## src/rtl/regfile_mp_if.sv

```systemverilog
// Bus interface for regfile_mp: read ports, writeback port, alloc port and clear control.
interface regfile_mp_if #(
    parameter int unsigned DATA_WIDTH = 32,
    parameter int unsigned ADDR_WIDTH = 5,
    parameter int unsigned NUM_RD     = 2
);
    logic [NUM_RD*ADDR_WIDTH-1:0] rd_addr;
    logic [NUM_RD*DATA_WIDTH-1:0] rd_data;
    logic [NUM_RD-1:0]            rd_pending;
    logic                         regwrite;
    logic [ADDR_WIDTH-1:0]        register_w;
    logic [DATA_WIDTH-1:0]        write_data;
    logic                         write_ready;
    logic                         alloc_valid;
    logic [ADDR_WIDTH-1:0]        alloc_addr;
    logic                         clear_req;
    logic                         clear_busy;

    // Datapath side: issues reads, writebacks, allocations and clear requests
    modport master (
        output rd_addr, regwrite, register_w, write_data, alloc_valid, alloc_addr, clear_req,
        input  rd_data, rd_pending, write_ready, clear_busy
    );

    // Register file side
    modport slave (
        input  rd_addr, regwrite, register_w, write_data, alloc_valid, alloc_addr, clear_req,
        output rd_data, rd_pending, write_ready, clear_busy
    );
endinterface

```

## src/rtl/regfile_mp.sv

```systemverilog
// Multi-read-port register file with per-register pending bits and a hardware clear sweep.
// Optional macro RF_BYPASS_EN: forward an accepted write to matching read ports in the same cycle.
module regfile_mp #(
    parameter int unsigned DATA_WIDTH = 32,
    parameter int unsigned ADDR_WIDTH = 5,
    parameter int unsigned NUM_RD     = 2
) (
    input  logic         clock,
    input  logic         reset_n,
    regfile_mp_if.slave  bus
);
    localparam int unsigned            DEPTH    = 2 ** ADDR_WIDTH;
    localparam logic [ADDR_WIDTH-1:0]  LAST_IDX = ADDR_WIDTH'(DEPTH - 1);

    typedef enum logic {
        ST_IDLE  = 1'b0,
        ST_CLEAR = 1'b1
    } state_e;

    state_e                  state_q, state_d;
    logic [ADDR_WIDTH-1:0]   cnt_q, cnt_d;
    logic [DATA_WIDTH-1:0]   mem_q [DEPTH];
    logic [DATA_WIDTH-1:0]   mem_d [DEPTH];
    logic [DEPTH-1:0]        pend_q, pend_d;

    logic                    write_ready_c;
    logic                    wr_en_c;
    logic                    alloc_en_c;

    // Writes and allocations are only accepted while no sweep is running
    assign write_ready_c = (state_q == ST_IDLE);
    assign wr_en_c       = bus.regwrite    & write_ready_c & (bus.register_w != '0);
    assign alloc_en_c    = bus.alloc_valid & write_ready_c & (bus.alloc_addr != '0);

    assign bus.write_ready = write_ready_c;
    assign bus.clear_busy  = (state_q == ST_CLEAR);

    // Sweep FSM next state: IDLE -> CLEAR on clear_req, walk registers 1..DEPTH-1
    always_comb begin
        state_d = state_q;
        cnt_d   = cnt_q;
        case (state_q)
            ST_IDLE: begin
                if (bus.clear_req) begin
                    state_d = ST_CLEAR;
                    cnt_d   = ADDR_WIDTH'(1);
                end
            end
            ST_CLEAR: begin
                if (cnt_q == LAST_IDX) begin
                    state_d = ST_IDLE;
                    cnt_d   = '0;
                end else begin
                    cnt_d = cnt_q + ADDR_WIDTH'(1);
                end
            end
            default: begin
                state_d = ST_IDLE;
                cnt_d   = '0;
            end
        endcase
    end

    // Storage and pending next state; a same-cycle alloc overrides the write's pending clear
    always_comb begin
        mem_d  = mem_q;
        pend_d = pend_q;
        if (wr_en_c) begin
            mem_d[bus.register_w]  = bus.write_data;
            pend_d[bus.register_w] = 1'b0;
        end
        if (alloc_en_c) begin
            pend_d[bus.alloc_addr] = 1'b1;
        end
        if ((state_q == ST_IDLE) && bus.clear_req) begin
            pend_d = '0;
        end
        if (state_q == ST_CLEAR) begin
            mem_d[cnt_q] = '0;
        end
        mem_d[0]  = '0;
        pend_d[0] = 1'b0;
    end

    // FSM and pending state registers
    always_ff @(posedge clock or negedge reset_n) begin
        if (!reset_n) begin
            state_q <= ST_IDLE;
            cnt_q   <= '0;
            pend_q  <= '0;
        end else begin
            state_q <= state_d;
            cnt_q   <= cnt_d;
            pend_q  <= pend_d;
        end
    end

    // Register array
    always_ff @(posedge clock or negedge reset_n) begin
        if (!reset_n) begin
            for (int i = 0; i < int'(DEPTH); i++) begin
                mem_q[i] <= '0;
            end
        end else begin
            for (int i = 0; i < int'(DEPTH); i++) begin
                mem_q[i] <= mem_d[i];
            end
        end
    end

    // Combinational read ports
    for (genvar k = 0; k < int'(NUM_RD); k++) begin : g_rd
        logic [ADDR_WIDTH-1:0] ra;
        assign ra = bus.rd_addr[k*ADDR_WIDTH +: ADDR_WIDTH];
`ifdef RF_BYPASS_EN
        logic hit;
        assign hit = wr_en_c && (ra == bus.register_w);
        assign bus.rd_data[k*DATA_WIDTH +: DATA_WIDTH] = hit ? bus.write_data : mem_q[ra];
        assign bus.rd_pending[k] = hit ? (alloc_en_c && (bus.alloc_addr == ra)) : pend_q[ra];
`else
        assign bus.rd_data[k*DATA_WIDTH +: DATA_WIDTH] = mem_q[ra];
        assign bus.rd_pending[k] = pend_q[ra];
`endif
    end

endmodule
```

## src/flat_wrapper.sv

```systemverilog
// flat-port wrapper written by rule: the top's interface ports become plain ports
module regfile_mp_flat 
#(
    parameter int unsigned DATA_WIDTH = 32,
    parameter int unsigned ADDR_WIDTH = 5,
    parameter int unsigned NUM_RD     = 2
)
  (clock, reset_n, bus_rd_addr, bus_regwrite, bus_register_w, bus_write_data, bus_alloc_valid, bus_alloc_addr, bus_clear_req, bus_rd_data, bus_rd_pending, bus_write_ready, bus_clear_busy);
  regfile_mp_if #(.DATA_WIDTH(DATA_WIDTH), .ADDR_WIDTH(ADDR_WIDTH), .NUM_RD(NUM_RD)) bus_i ();
  input  logic clock;
  input  logic reset_n;
  input wire logic [$bits(bus_i.rd_addr)-1:0] bus_rd_addr;
  input wire logic [$bits(bus_i.regwrite)-1:0] bus_regwrite;
  input wire logic [$bits(bus_i.register_w)-1:0] bus_register_w;
  input wire logic [$bits(bus_i.write_data)-1:0] bus_write_data;
  input wire logic [$bits(bus_i.alloc_valid)-1:0] bus_alloc_valid;
  input wire logic [$bits(bus_i.alloc_addr)-1:0] bus_alloc_addr;
  input wire logic [$bits(bus_i.clear_req)-1:0] bus_clear_req;
  output wire logic [$bits(bus_i.rd_data)-1:0] bus_rd_data;
  output wire logic [$bits(bus_i.rd_pending)-1:0] bus_rd_pending;
  output wire logic [$bits(bus_i.write_ready)-1:0] bus_write_ready;
  output wire logic [$bits(bus_i.clear_busy)-1:0] bus_clear_busy;
  assign bus_i.rd_addr = bus_rd_addr;
  assign bus_i.regwrite = bus_regwrite;
  assign bus_i.register_w = bus_register_w;
  assign bus_i.write_data = bus_write_data;
  assign bus_i.alloc_valid = bus_alloc_valid;
  assign bus_i.alloc_addr = bus_alloc_addr;
  assign bus_i.clear_req = bus_clear_req;
  assign bus_rd_data = bus_i.rd_data;
  assign bus_rd_pending = bus_i.rd_pending;
  assign bus_write_ready = bus_i.write_ready;
  assign bus_clear_busy = bus_i.clear_busy;
  regfile_mp #(.DATA_WIDTH(DATA_WIDTH), .ADDR_WIDTH(ADDR_WIDTH), .NUM_RD(NUM_RD)) u_core (.clock(clock), .reset_n(reset_n), .bus(bus_i));
endmodule
```

## config.mk

```make
export PLATFORM = sky130hd
export DESIGN_NAME = regfile_mp_flat
export DESIGN_NICKNAME = d
export VERILOG_FILES = /design/src/rtl/regfile_mp_if.sv /design/src/rtl/regfile_mp.sv /design/src/flat_wrapper.sv
export SDC_FILE = /design/constraint.sdc
export NUM_CORES = 2
export LEC_CHECK = 0
export CAP_MARGIN = 25
export CELL_PAD_IN_SITES_DETAIL_PLACEMENT = 0
export CELL_PAD_IN_SITES_GLOBAL_PLACEMENT = 1
export CORE_ASPECT_RATIO = 1.25
export CORE_MARGIN = 1.5
export CORE_UTILIZATION = 52
export CTS_BUF_LIST = sky130_fd_sc_hd__clkbuf_8
export DETAILED_ROUTE_END_ITERATION = 12
export DONT_BUFFER_PORTS = 1
export PLACE_DENSITY_LB_ADDON = 0.12
export SETUP_SLACK_MARGIN = 0.15
export SLEW_MARGIN = 20
export SYNTH_ARGS = -nofsm -noshare
export SYNTH_HDL_FRONTEND = slang
export SYNTH_SLANG_ARGS = --single-unit
```

## constraint.sdc

```tcl
create_clock -name clock -period 3.5 [get_ports clock]
set_input_delay 0.7 -clock clock [delete_from_list [all_inputs] [get_ports clock]]
set_output_delay 0.7 -clock clock [all_outputs]
set_load 0.02 [all_outputs]
```

# Word-level counts from Yosys, hierarchy flattened
# Index checks and enable logic that the tools add are counted.
# word_totals
mem_count	0
ramBits	0
output_inout_bits	68
rom_bits	0
register_bits	1029
input_bits	57
word_cells	100
latch_bits	0
# classes
bitwise_logic	14
div_mod_pow	0
n_addsub	1
mul	0
shift	0
mux	30
eq_ne	2
n_lt_le_gt_ge	12
reduce_logical	7
# ops
op	count
992-bit 2-to-1 mux	2
1024-bit bitwise mux	1
992-bit bitwise AND	1
992-bit NOT	1
32-bit binary-select mux with 5-bit select	2
32-bit demux with 5-bit select	2
32-bit 2-to-1 mux	9
32-bit bitwise AND	1
32-bit NOT	1
32-bit bitwise OR	1
6-bit greater-or-equal comparator, second input constant	4
5-bit by 6-bit less-than comparator with 1-bit output, second input constant	4
5-bit NOT with 6-bit output	4
6-bit by 1-bit less-than comparator with 1-bit output, second input constant	2
1-bit binary-select mux with 5-bit select	2
1-bit demux with 5-bit select	2
5-bit by 1-bit greater-or-equal comparator with 1-bit output, second input constant	2
5-bit 2-to-1 mux	2
5-bit case mux with 2 select lines	1
5-bit nonzero test	2
1-bit 2-to-1 mux	6
5-bit by 1-bit adder with 5-bit output, second input constant	1
5-bit == test, second input constant	1
1-bit logical AND	5
4 further kinds	7

# Longest topological paths before layout
# depth
word_depth	10
mapped_depth	8
depth_no_buf	5

# Worst setup path after synthesis
# No wires, ideal clock.
# synth_timing
path_type	input-to-output
from	input port bus_rd_addr[5]
to	output port bus_rd_data[53]
t_arrival_ps	2383
path_buffers	5
slack_ps	417
stages	8
required_ps	2800
path_cell_list	buf_2 > buf_6 > buf_2 > buf_2 > buf_2 > a22o_1 > a211oi_1 > o31ai_1
# synth_via
elab_chain_len	4
# synth_rtl
element	line	text
start: declaration	flat_wrapper.sv:12	input wire logic [$bits(bus_i.rd_addr)-1:0] bus_rd_addr;
5-bit NOT with 6-bit output (implied by the code)	regfile_mp.sv:121	assign bus.rd_data[k*DATA_WIDTH +: DATA_WIDTH] = mem_q[ra];
32-bit binary-select mux with 5-bit select	regfile_mp.sv:121	
32-bit 2-to-1 mux (implied by the code) (2 in series)	regfile_mp.sv:121	
end: declaration	flat_wrapper.sv:19	output wire logic [$bits(bus_i.rd_data)-1:0] bus_rd_data;
# No other way between the ends. The select of a mux whose other input is x is not followed.

# Worst setup path in the final report
# layout_timing
from	input port bus_rd_addr[5]
to	output port bus_rd_data[58]
# Same word-level chain as after synthesis.

==> impl_metrics.ini <==
[die]
io-pin-count = 125
die_x_um = 300.5
die_area_um2 = 112600
core_area_um2 = 109800
initial_core_util_pct = 52.41
rows = 136
die_y_um = 374.9

[clock_network]
cts_tree = yes
clock_sinks = 1029
cts_made_buffers = 173
h-tree-depth = 4
clk_pin_slew_ps = 60
cts_buffer_depth = 3
clk_latency_ps = 940
clock-root-buffer = clkbuf_8

[setup_path]
critPathMaxFanout = 298
cp_data_required_time_ps = 2800
end_kind = output port
arrival_ps = 2850
setup.worst_path.start_class = primary input
worstSetupPathType = in2out

[timing]
worst_slack_ps = -45.09
fin_skew_ps = 47.72
finalSetupViolations = 7
tightest_slew_ps = 1060
fin_crit_sh_pct = 101.3
final_max_slew_viol_count = 0
final.min_clock_period_ps = 3545
max_slew_margin_pct = 29.33
fmax_mhz = 282.1
rsz0062_at_grt = yes
hold_viol_final = 0

[drt]
vias = 51120
drt-total-wl_mm = 237.2
drt-initial-drc-count = 7044
drc_errors = 0
ant_nets = 0
vias_per_cell = 6.736
wl_per_cell_um = 31.26
firstDrtPassIters = 6

[synthesis]
async_flop_share_pct = 100.0
synth_ff_type = dfrtp_1
synth_edf_count = 0
yosys.area.top_type = dfrtp_1
netlist_area_um2 = 57520
syn_avg_cell_area_um2 = 9.427
synth_nets = 6164
ys_seq_elements = 1029
syn_inst = 6102
synth_seq_area_share_pct = 44.76
yosysWarnings = 0
yosysUniqueCellTypes = 44
synth_area_leaders = dfrtp_1, mux4_2, nand2_1, a21oi_1, clkbuf_1
yosys.area.top_type_share_pct = 44.76

[power_and_ir_drop]
pwr-share-seq_pct = 44.5
switching_share_pct = 32.40
p_leak_uw = 0.02744
power.density_nw_per_um2 = 526.5
vdd_drop_max_mv = 0.4395
internal_power_uw = 23430
p_comb_share_pct = 23.1
clockPowerShare_pct = 32.4
switchingPower_uw = 11230

[finish]
nets = 6066
nFillCells = 9346
area_growth_pct = 14.42
drive_above_1_share_pct = 20.62
final_util_pct = 59.97
layout_commonest_cell = nand2_1
layout_common_cells = nand2_1, dfrtp_1, a21oi_1

[global_route]
overflow = 0
grt_pass1_vias = 50610
antenna_found_initial = 2
grt_usage_pct = 41.96
grt_pass1_wl_mm = 344.4
grt_max_degree = 299

[min_path]
hold_path.class = in2reg

[place]
routabilityCongestion = 0.9079
dpl_worst_slack_ps = -60.47
dp_hpwl_mm = 132.0
port_buffers = 0

[run]
cap_violations = 0

[status]
violations = setup timing
status = finished with violations
## area by class of cell
cell class / instances / area (um2) / area share (%)
Clock buffer: 227 / 3124 / 4.747
Sequential cell: 1029 / 25750 / 39.12
Inverter: 8 / 30.03 / 0.04562
Antenna cell: 1 / 2.502 / 0.003802
Multi-Input combinational cell: 4447 / 30820 / 46.82
Clock inverter: 83 / 424.2 / 0.6444
Tap cell: 1449 / 1813 / 2.755
Timing Repair Buffer: 345 / 3855 / 5.857
## layer usage
metal,global-route usage [%],up-vias,part of all wire [%]
li1,-,21230,-
met1,53.50,25350,36
met2,63.86,3586,46
met3,11.88,948,12
met4,24.69,0,6.3
met5,0,-,0
## synthesized netlist by cell type, types with 2 or more instances
| master | instances |
|---|---|
| and3b_1 | 5 |
| mux4_2 | 396 |
| nand2_1 | 2090 |
| nor2b_1 | 11 |
| ha_1 | 5 |
| nand2b_1 | 7 |
| a21oi_1 | 992 |
| buf_1 | 19 |
| o22ai_1 | 66 |
| mux2i_1 | 165 |
| a211oi_1 | 66 |
| nor4_1 | 2 |
| nor4b_2 | 2 |
| buf_2 | 123 |
| nor3b_1 | 6 |
| nand3b_1 | 3 |
| xnor2_1 | 2 |
| or3b_2 | 2 |
| and2_1 | 39 |
| a32oi_1 | 2 |
| o21ai_0 | 68 |
| a22o_1 | 198 |
| nand3_1 | 12 |
| buf_4 | 2 |
| nor3_1 | 5 |
| a22oi_1 | 29 |
| dfrtp_1 | 1029 |
| and3_1 | 42 |
| clkbuf_1 | 472 |
| nand4bb_1 | 2 |
| inv_1 | 8 |
| o32ai_1 | 2 |
| nor2_1 | 86 |
| nand4b_1 | 2 |
| o31ai_1 | 67 |
| buf_6 | 2 |
| mux2_2 | 66 |
## sequential cells by signal (all words and copies together), names as in the netlist
register and flops:
u_core.bus.clear_busy 1, u_core.cnt_q 5, u_core.pend_q 31, u_core.mem_q 992
## power groups by stage
stage / clock network (uW) / logic (uW) / registers (uW)
finish: 11200 / 8010 / 15400
floorplan: 0 / 5240 / 14900
global route: 11800 / 8480 / 15600
global placement: 0 / 6610 / 15500
CTS: 11300 / 7630 / 15400
detailed placement: 0 / 7020 / 15600
## worst max-delay path, cell delays in order
cell	delay [ps]
nor2b_4	100
buf_4	230
buf_4	180
a22o_1	220
a211oi_1	660
o31ai_4	100
buf_6	150
## worst paths after layout
path | from | end | slack, ps | cells past startpoint
hold reg to reg | u_core.mem_q[911] | u_core.mem_q[911] | 540 | 2
setup reg to reg | u_core.bus.clear_busy | u_core.pend_q[7] | 710 | 7
setup / recovery | bus_rd_addr[5] | bus_rd_data[58] | -50 | 7
max in group asynchronous | reset_n | u_core.mem_q[688] | 780 | 5
min in group asynchronous | reset_n | u_core.mem_q[991] | 400 | 2
hold / removal | bus_alloc_addr[3] | u_core.pend_q[5] | 60 | 3
## kinds of logic (layout without fill, tap and decap cells)
kind of cell | count (synthesis) | after routing | share of synthesized area, %
flip-flops | 1029 | 1029 | 44.76
multiplexers | 627 | 627 | 19.67
AND/OR/NAND/NOR | 2322 | 2322 | 15.89
XOR/XNOR | 2 | 2 | 0.03046
other | 0 | 1 | 0
adder cells (fa/ha/maj) | 5 | 5 | 0.1088
buffers and inverters | 626 | 663 | 4.392
AO/OA/AOI/OAI | 1491 | 1491 | 15.15
## per-stage QoR
stage	TNS, ps	power (uW)	instance area, um2	std cells	hold WS [ps]
after floorplan	0	20150	57520	6102	404.4
after global placement	-292.2	22090	59880	7199	447.4
after detailed placement	-141.5	22590	60050	7205	408.0
after CTS	0	34270	65300	7564	3.948
after global routing	0	35850	65820	7589	89.43
final	-127.4	34650	65820	7589	55.05
## repair_timing
action,4_1_cts,5_1_grt
pin swaps,74,60
setup buffers,11,21
hold buffers,38,0
hold endpoints to repair,1389,0
endpoints found under the setup margin,65,313
gates resized for setup,234,54
cloned,0,2
(Power assumes the default switching activity.)
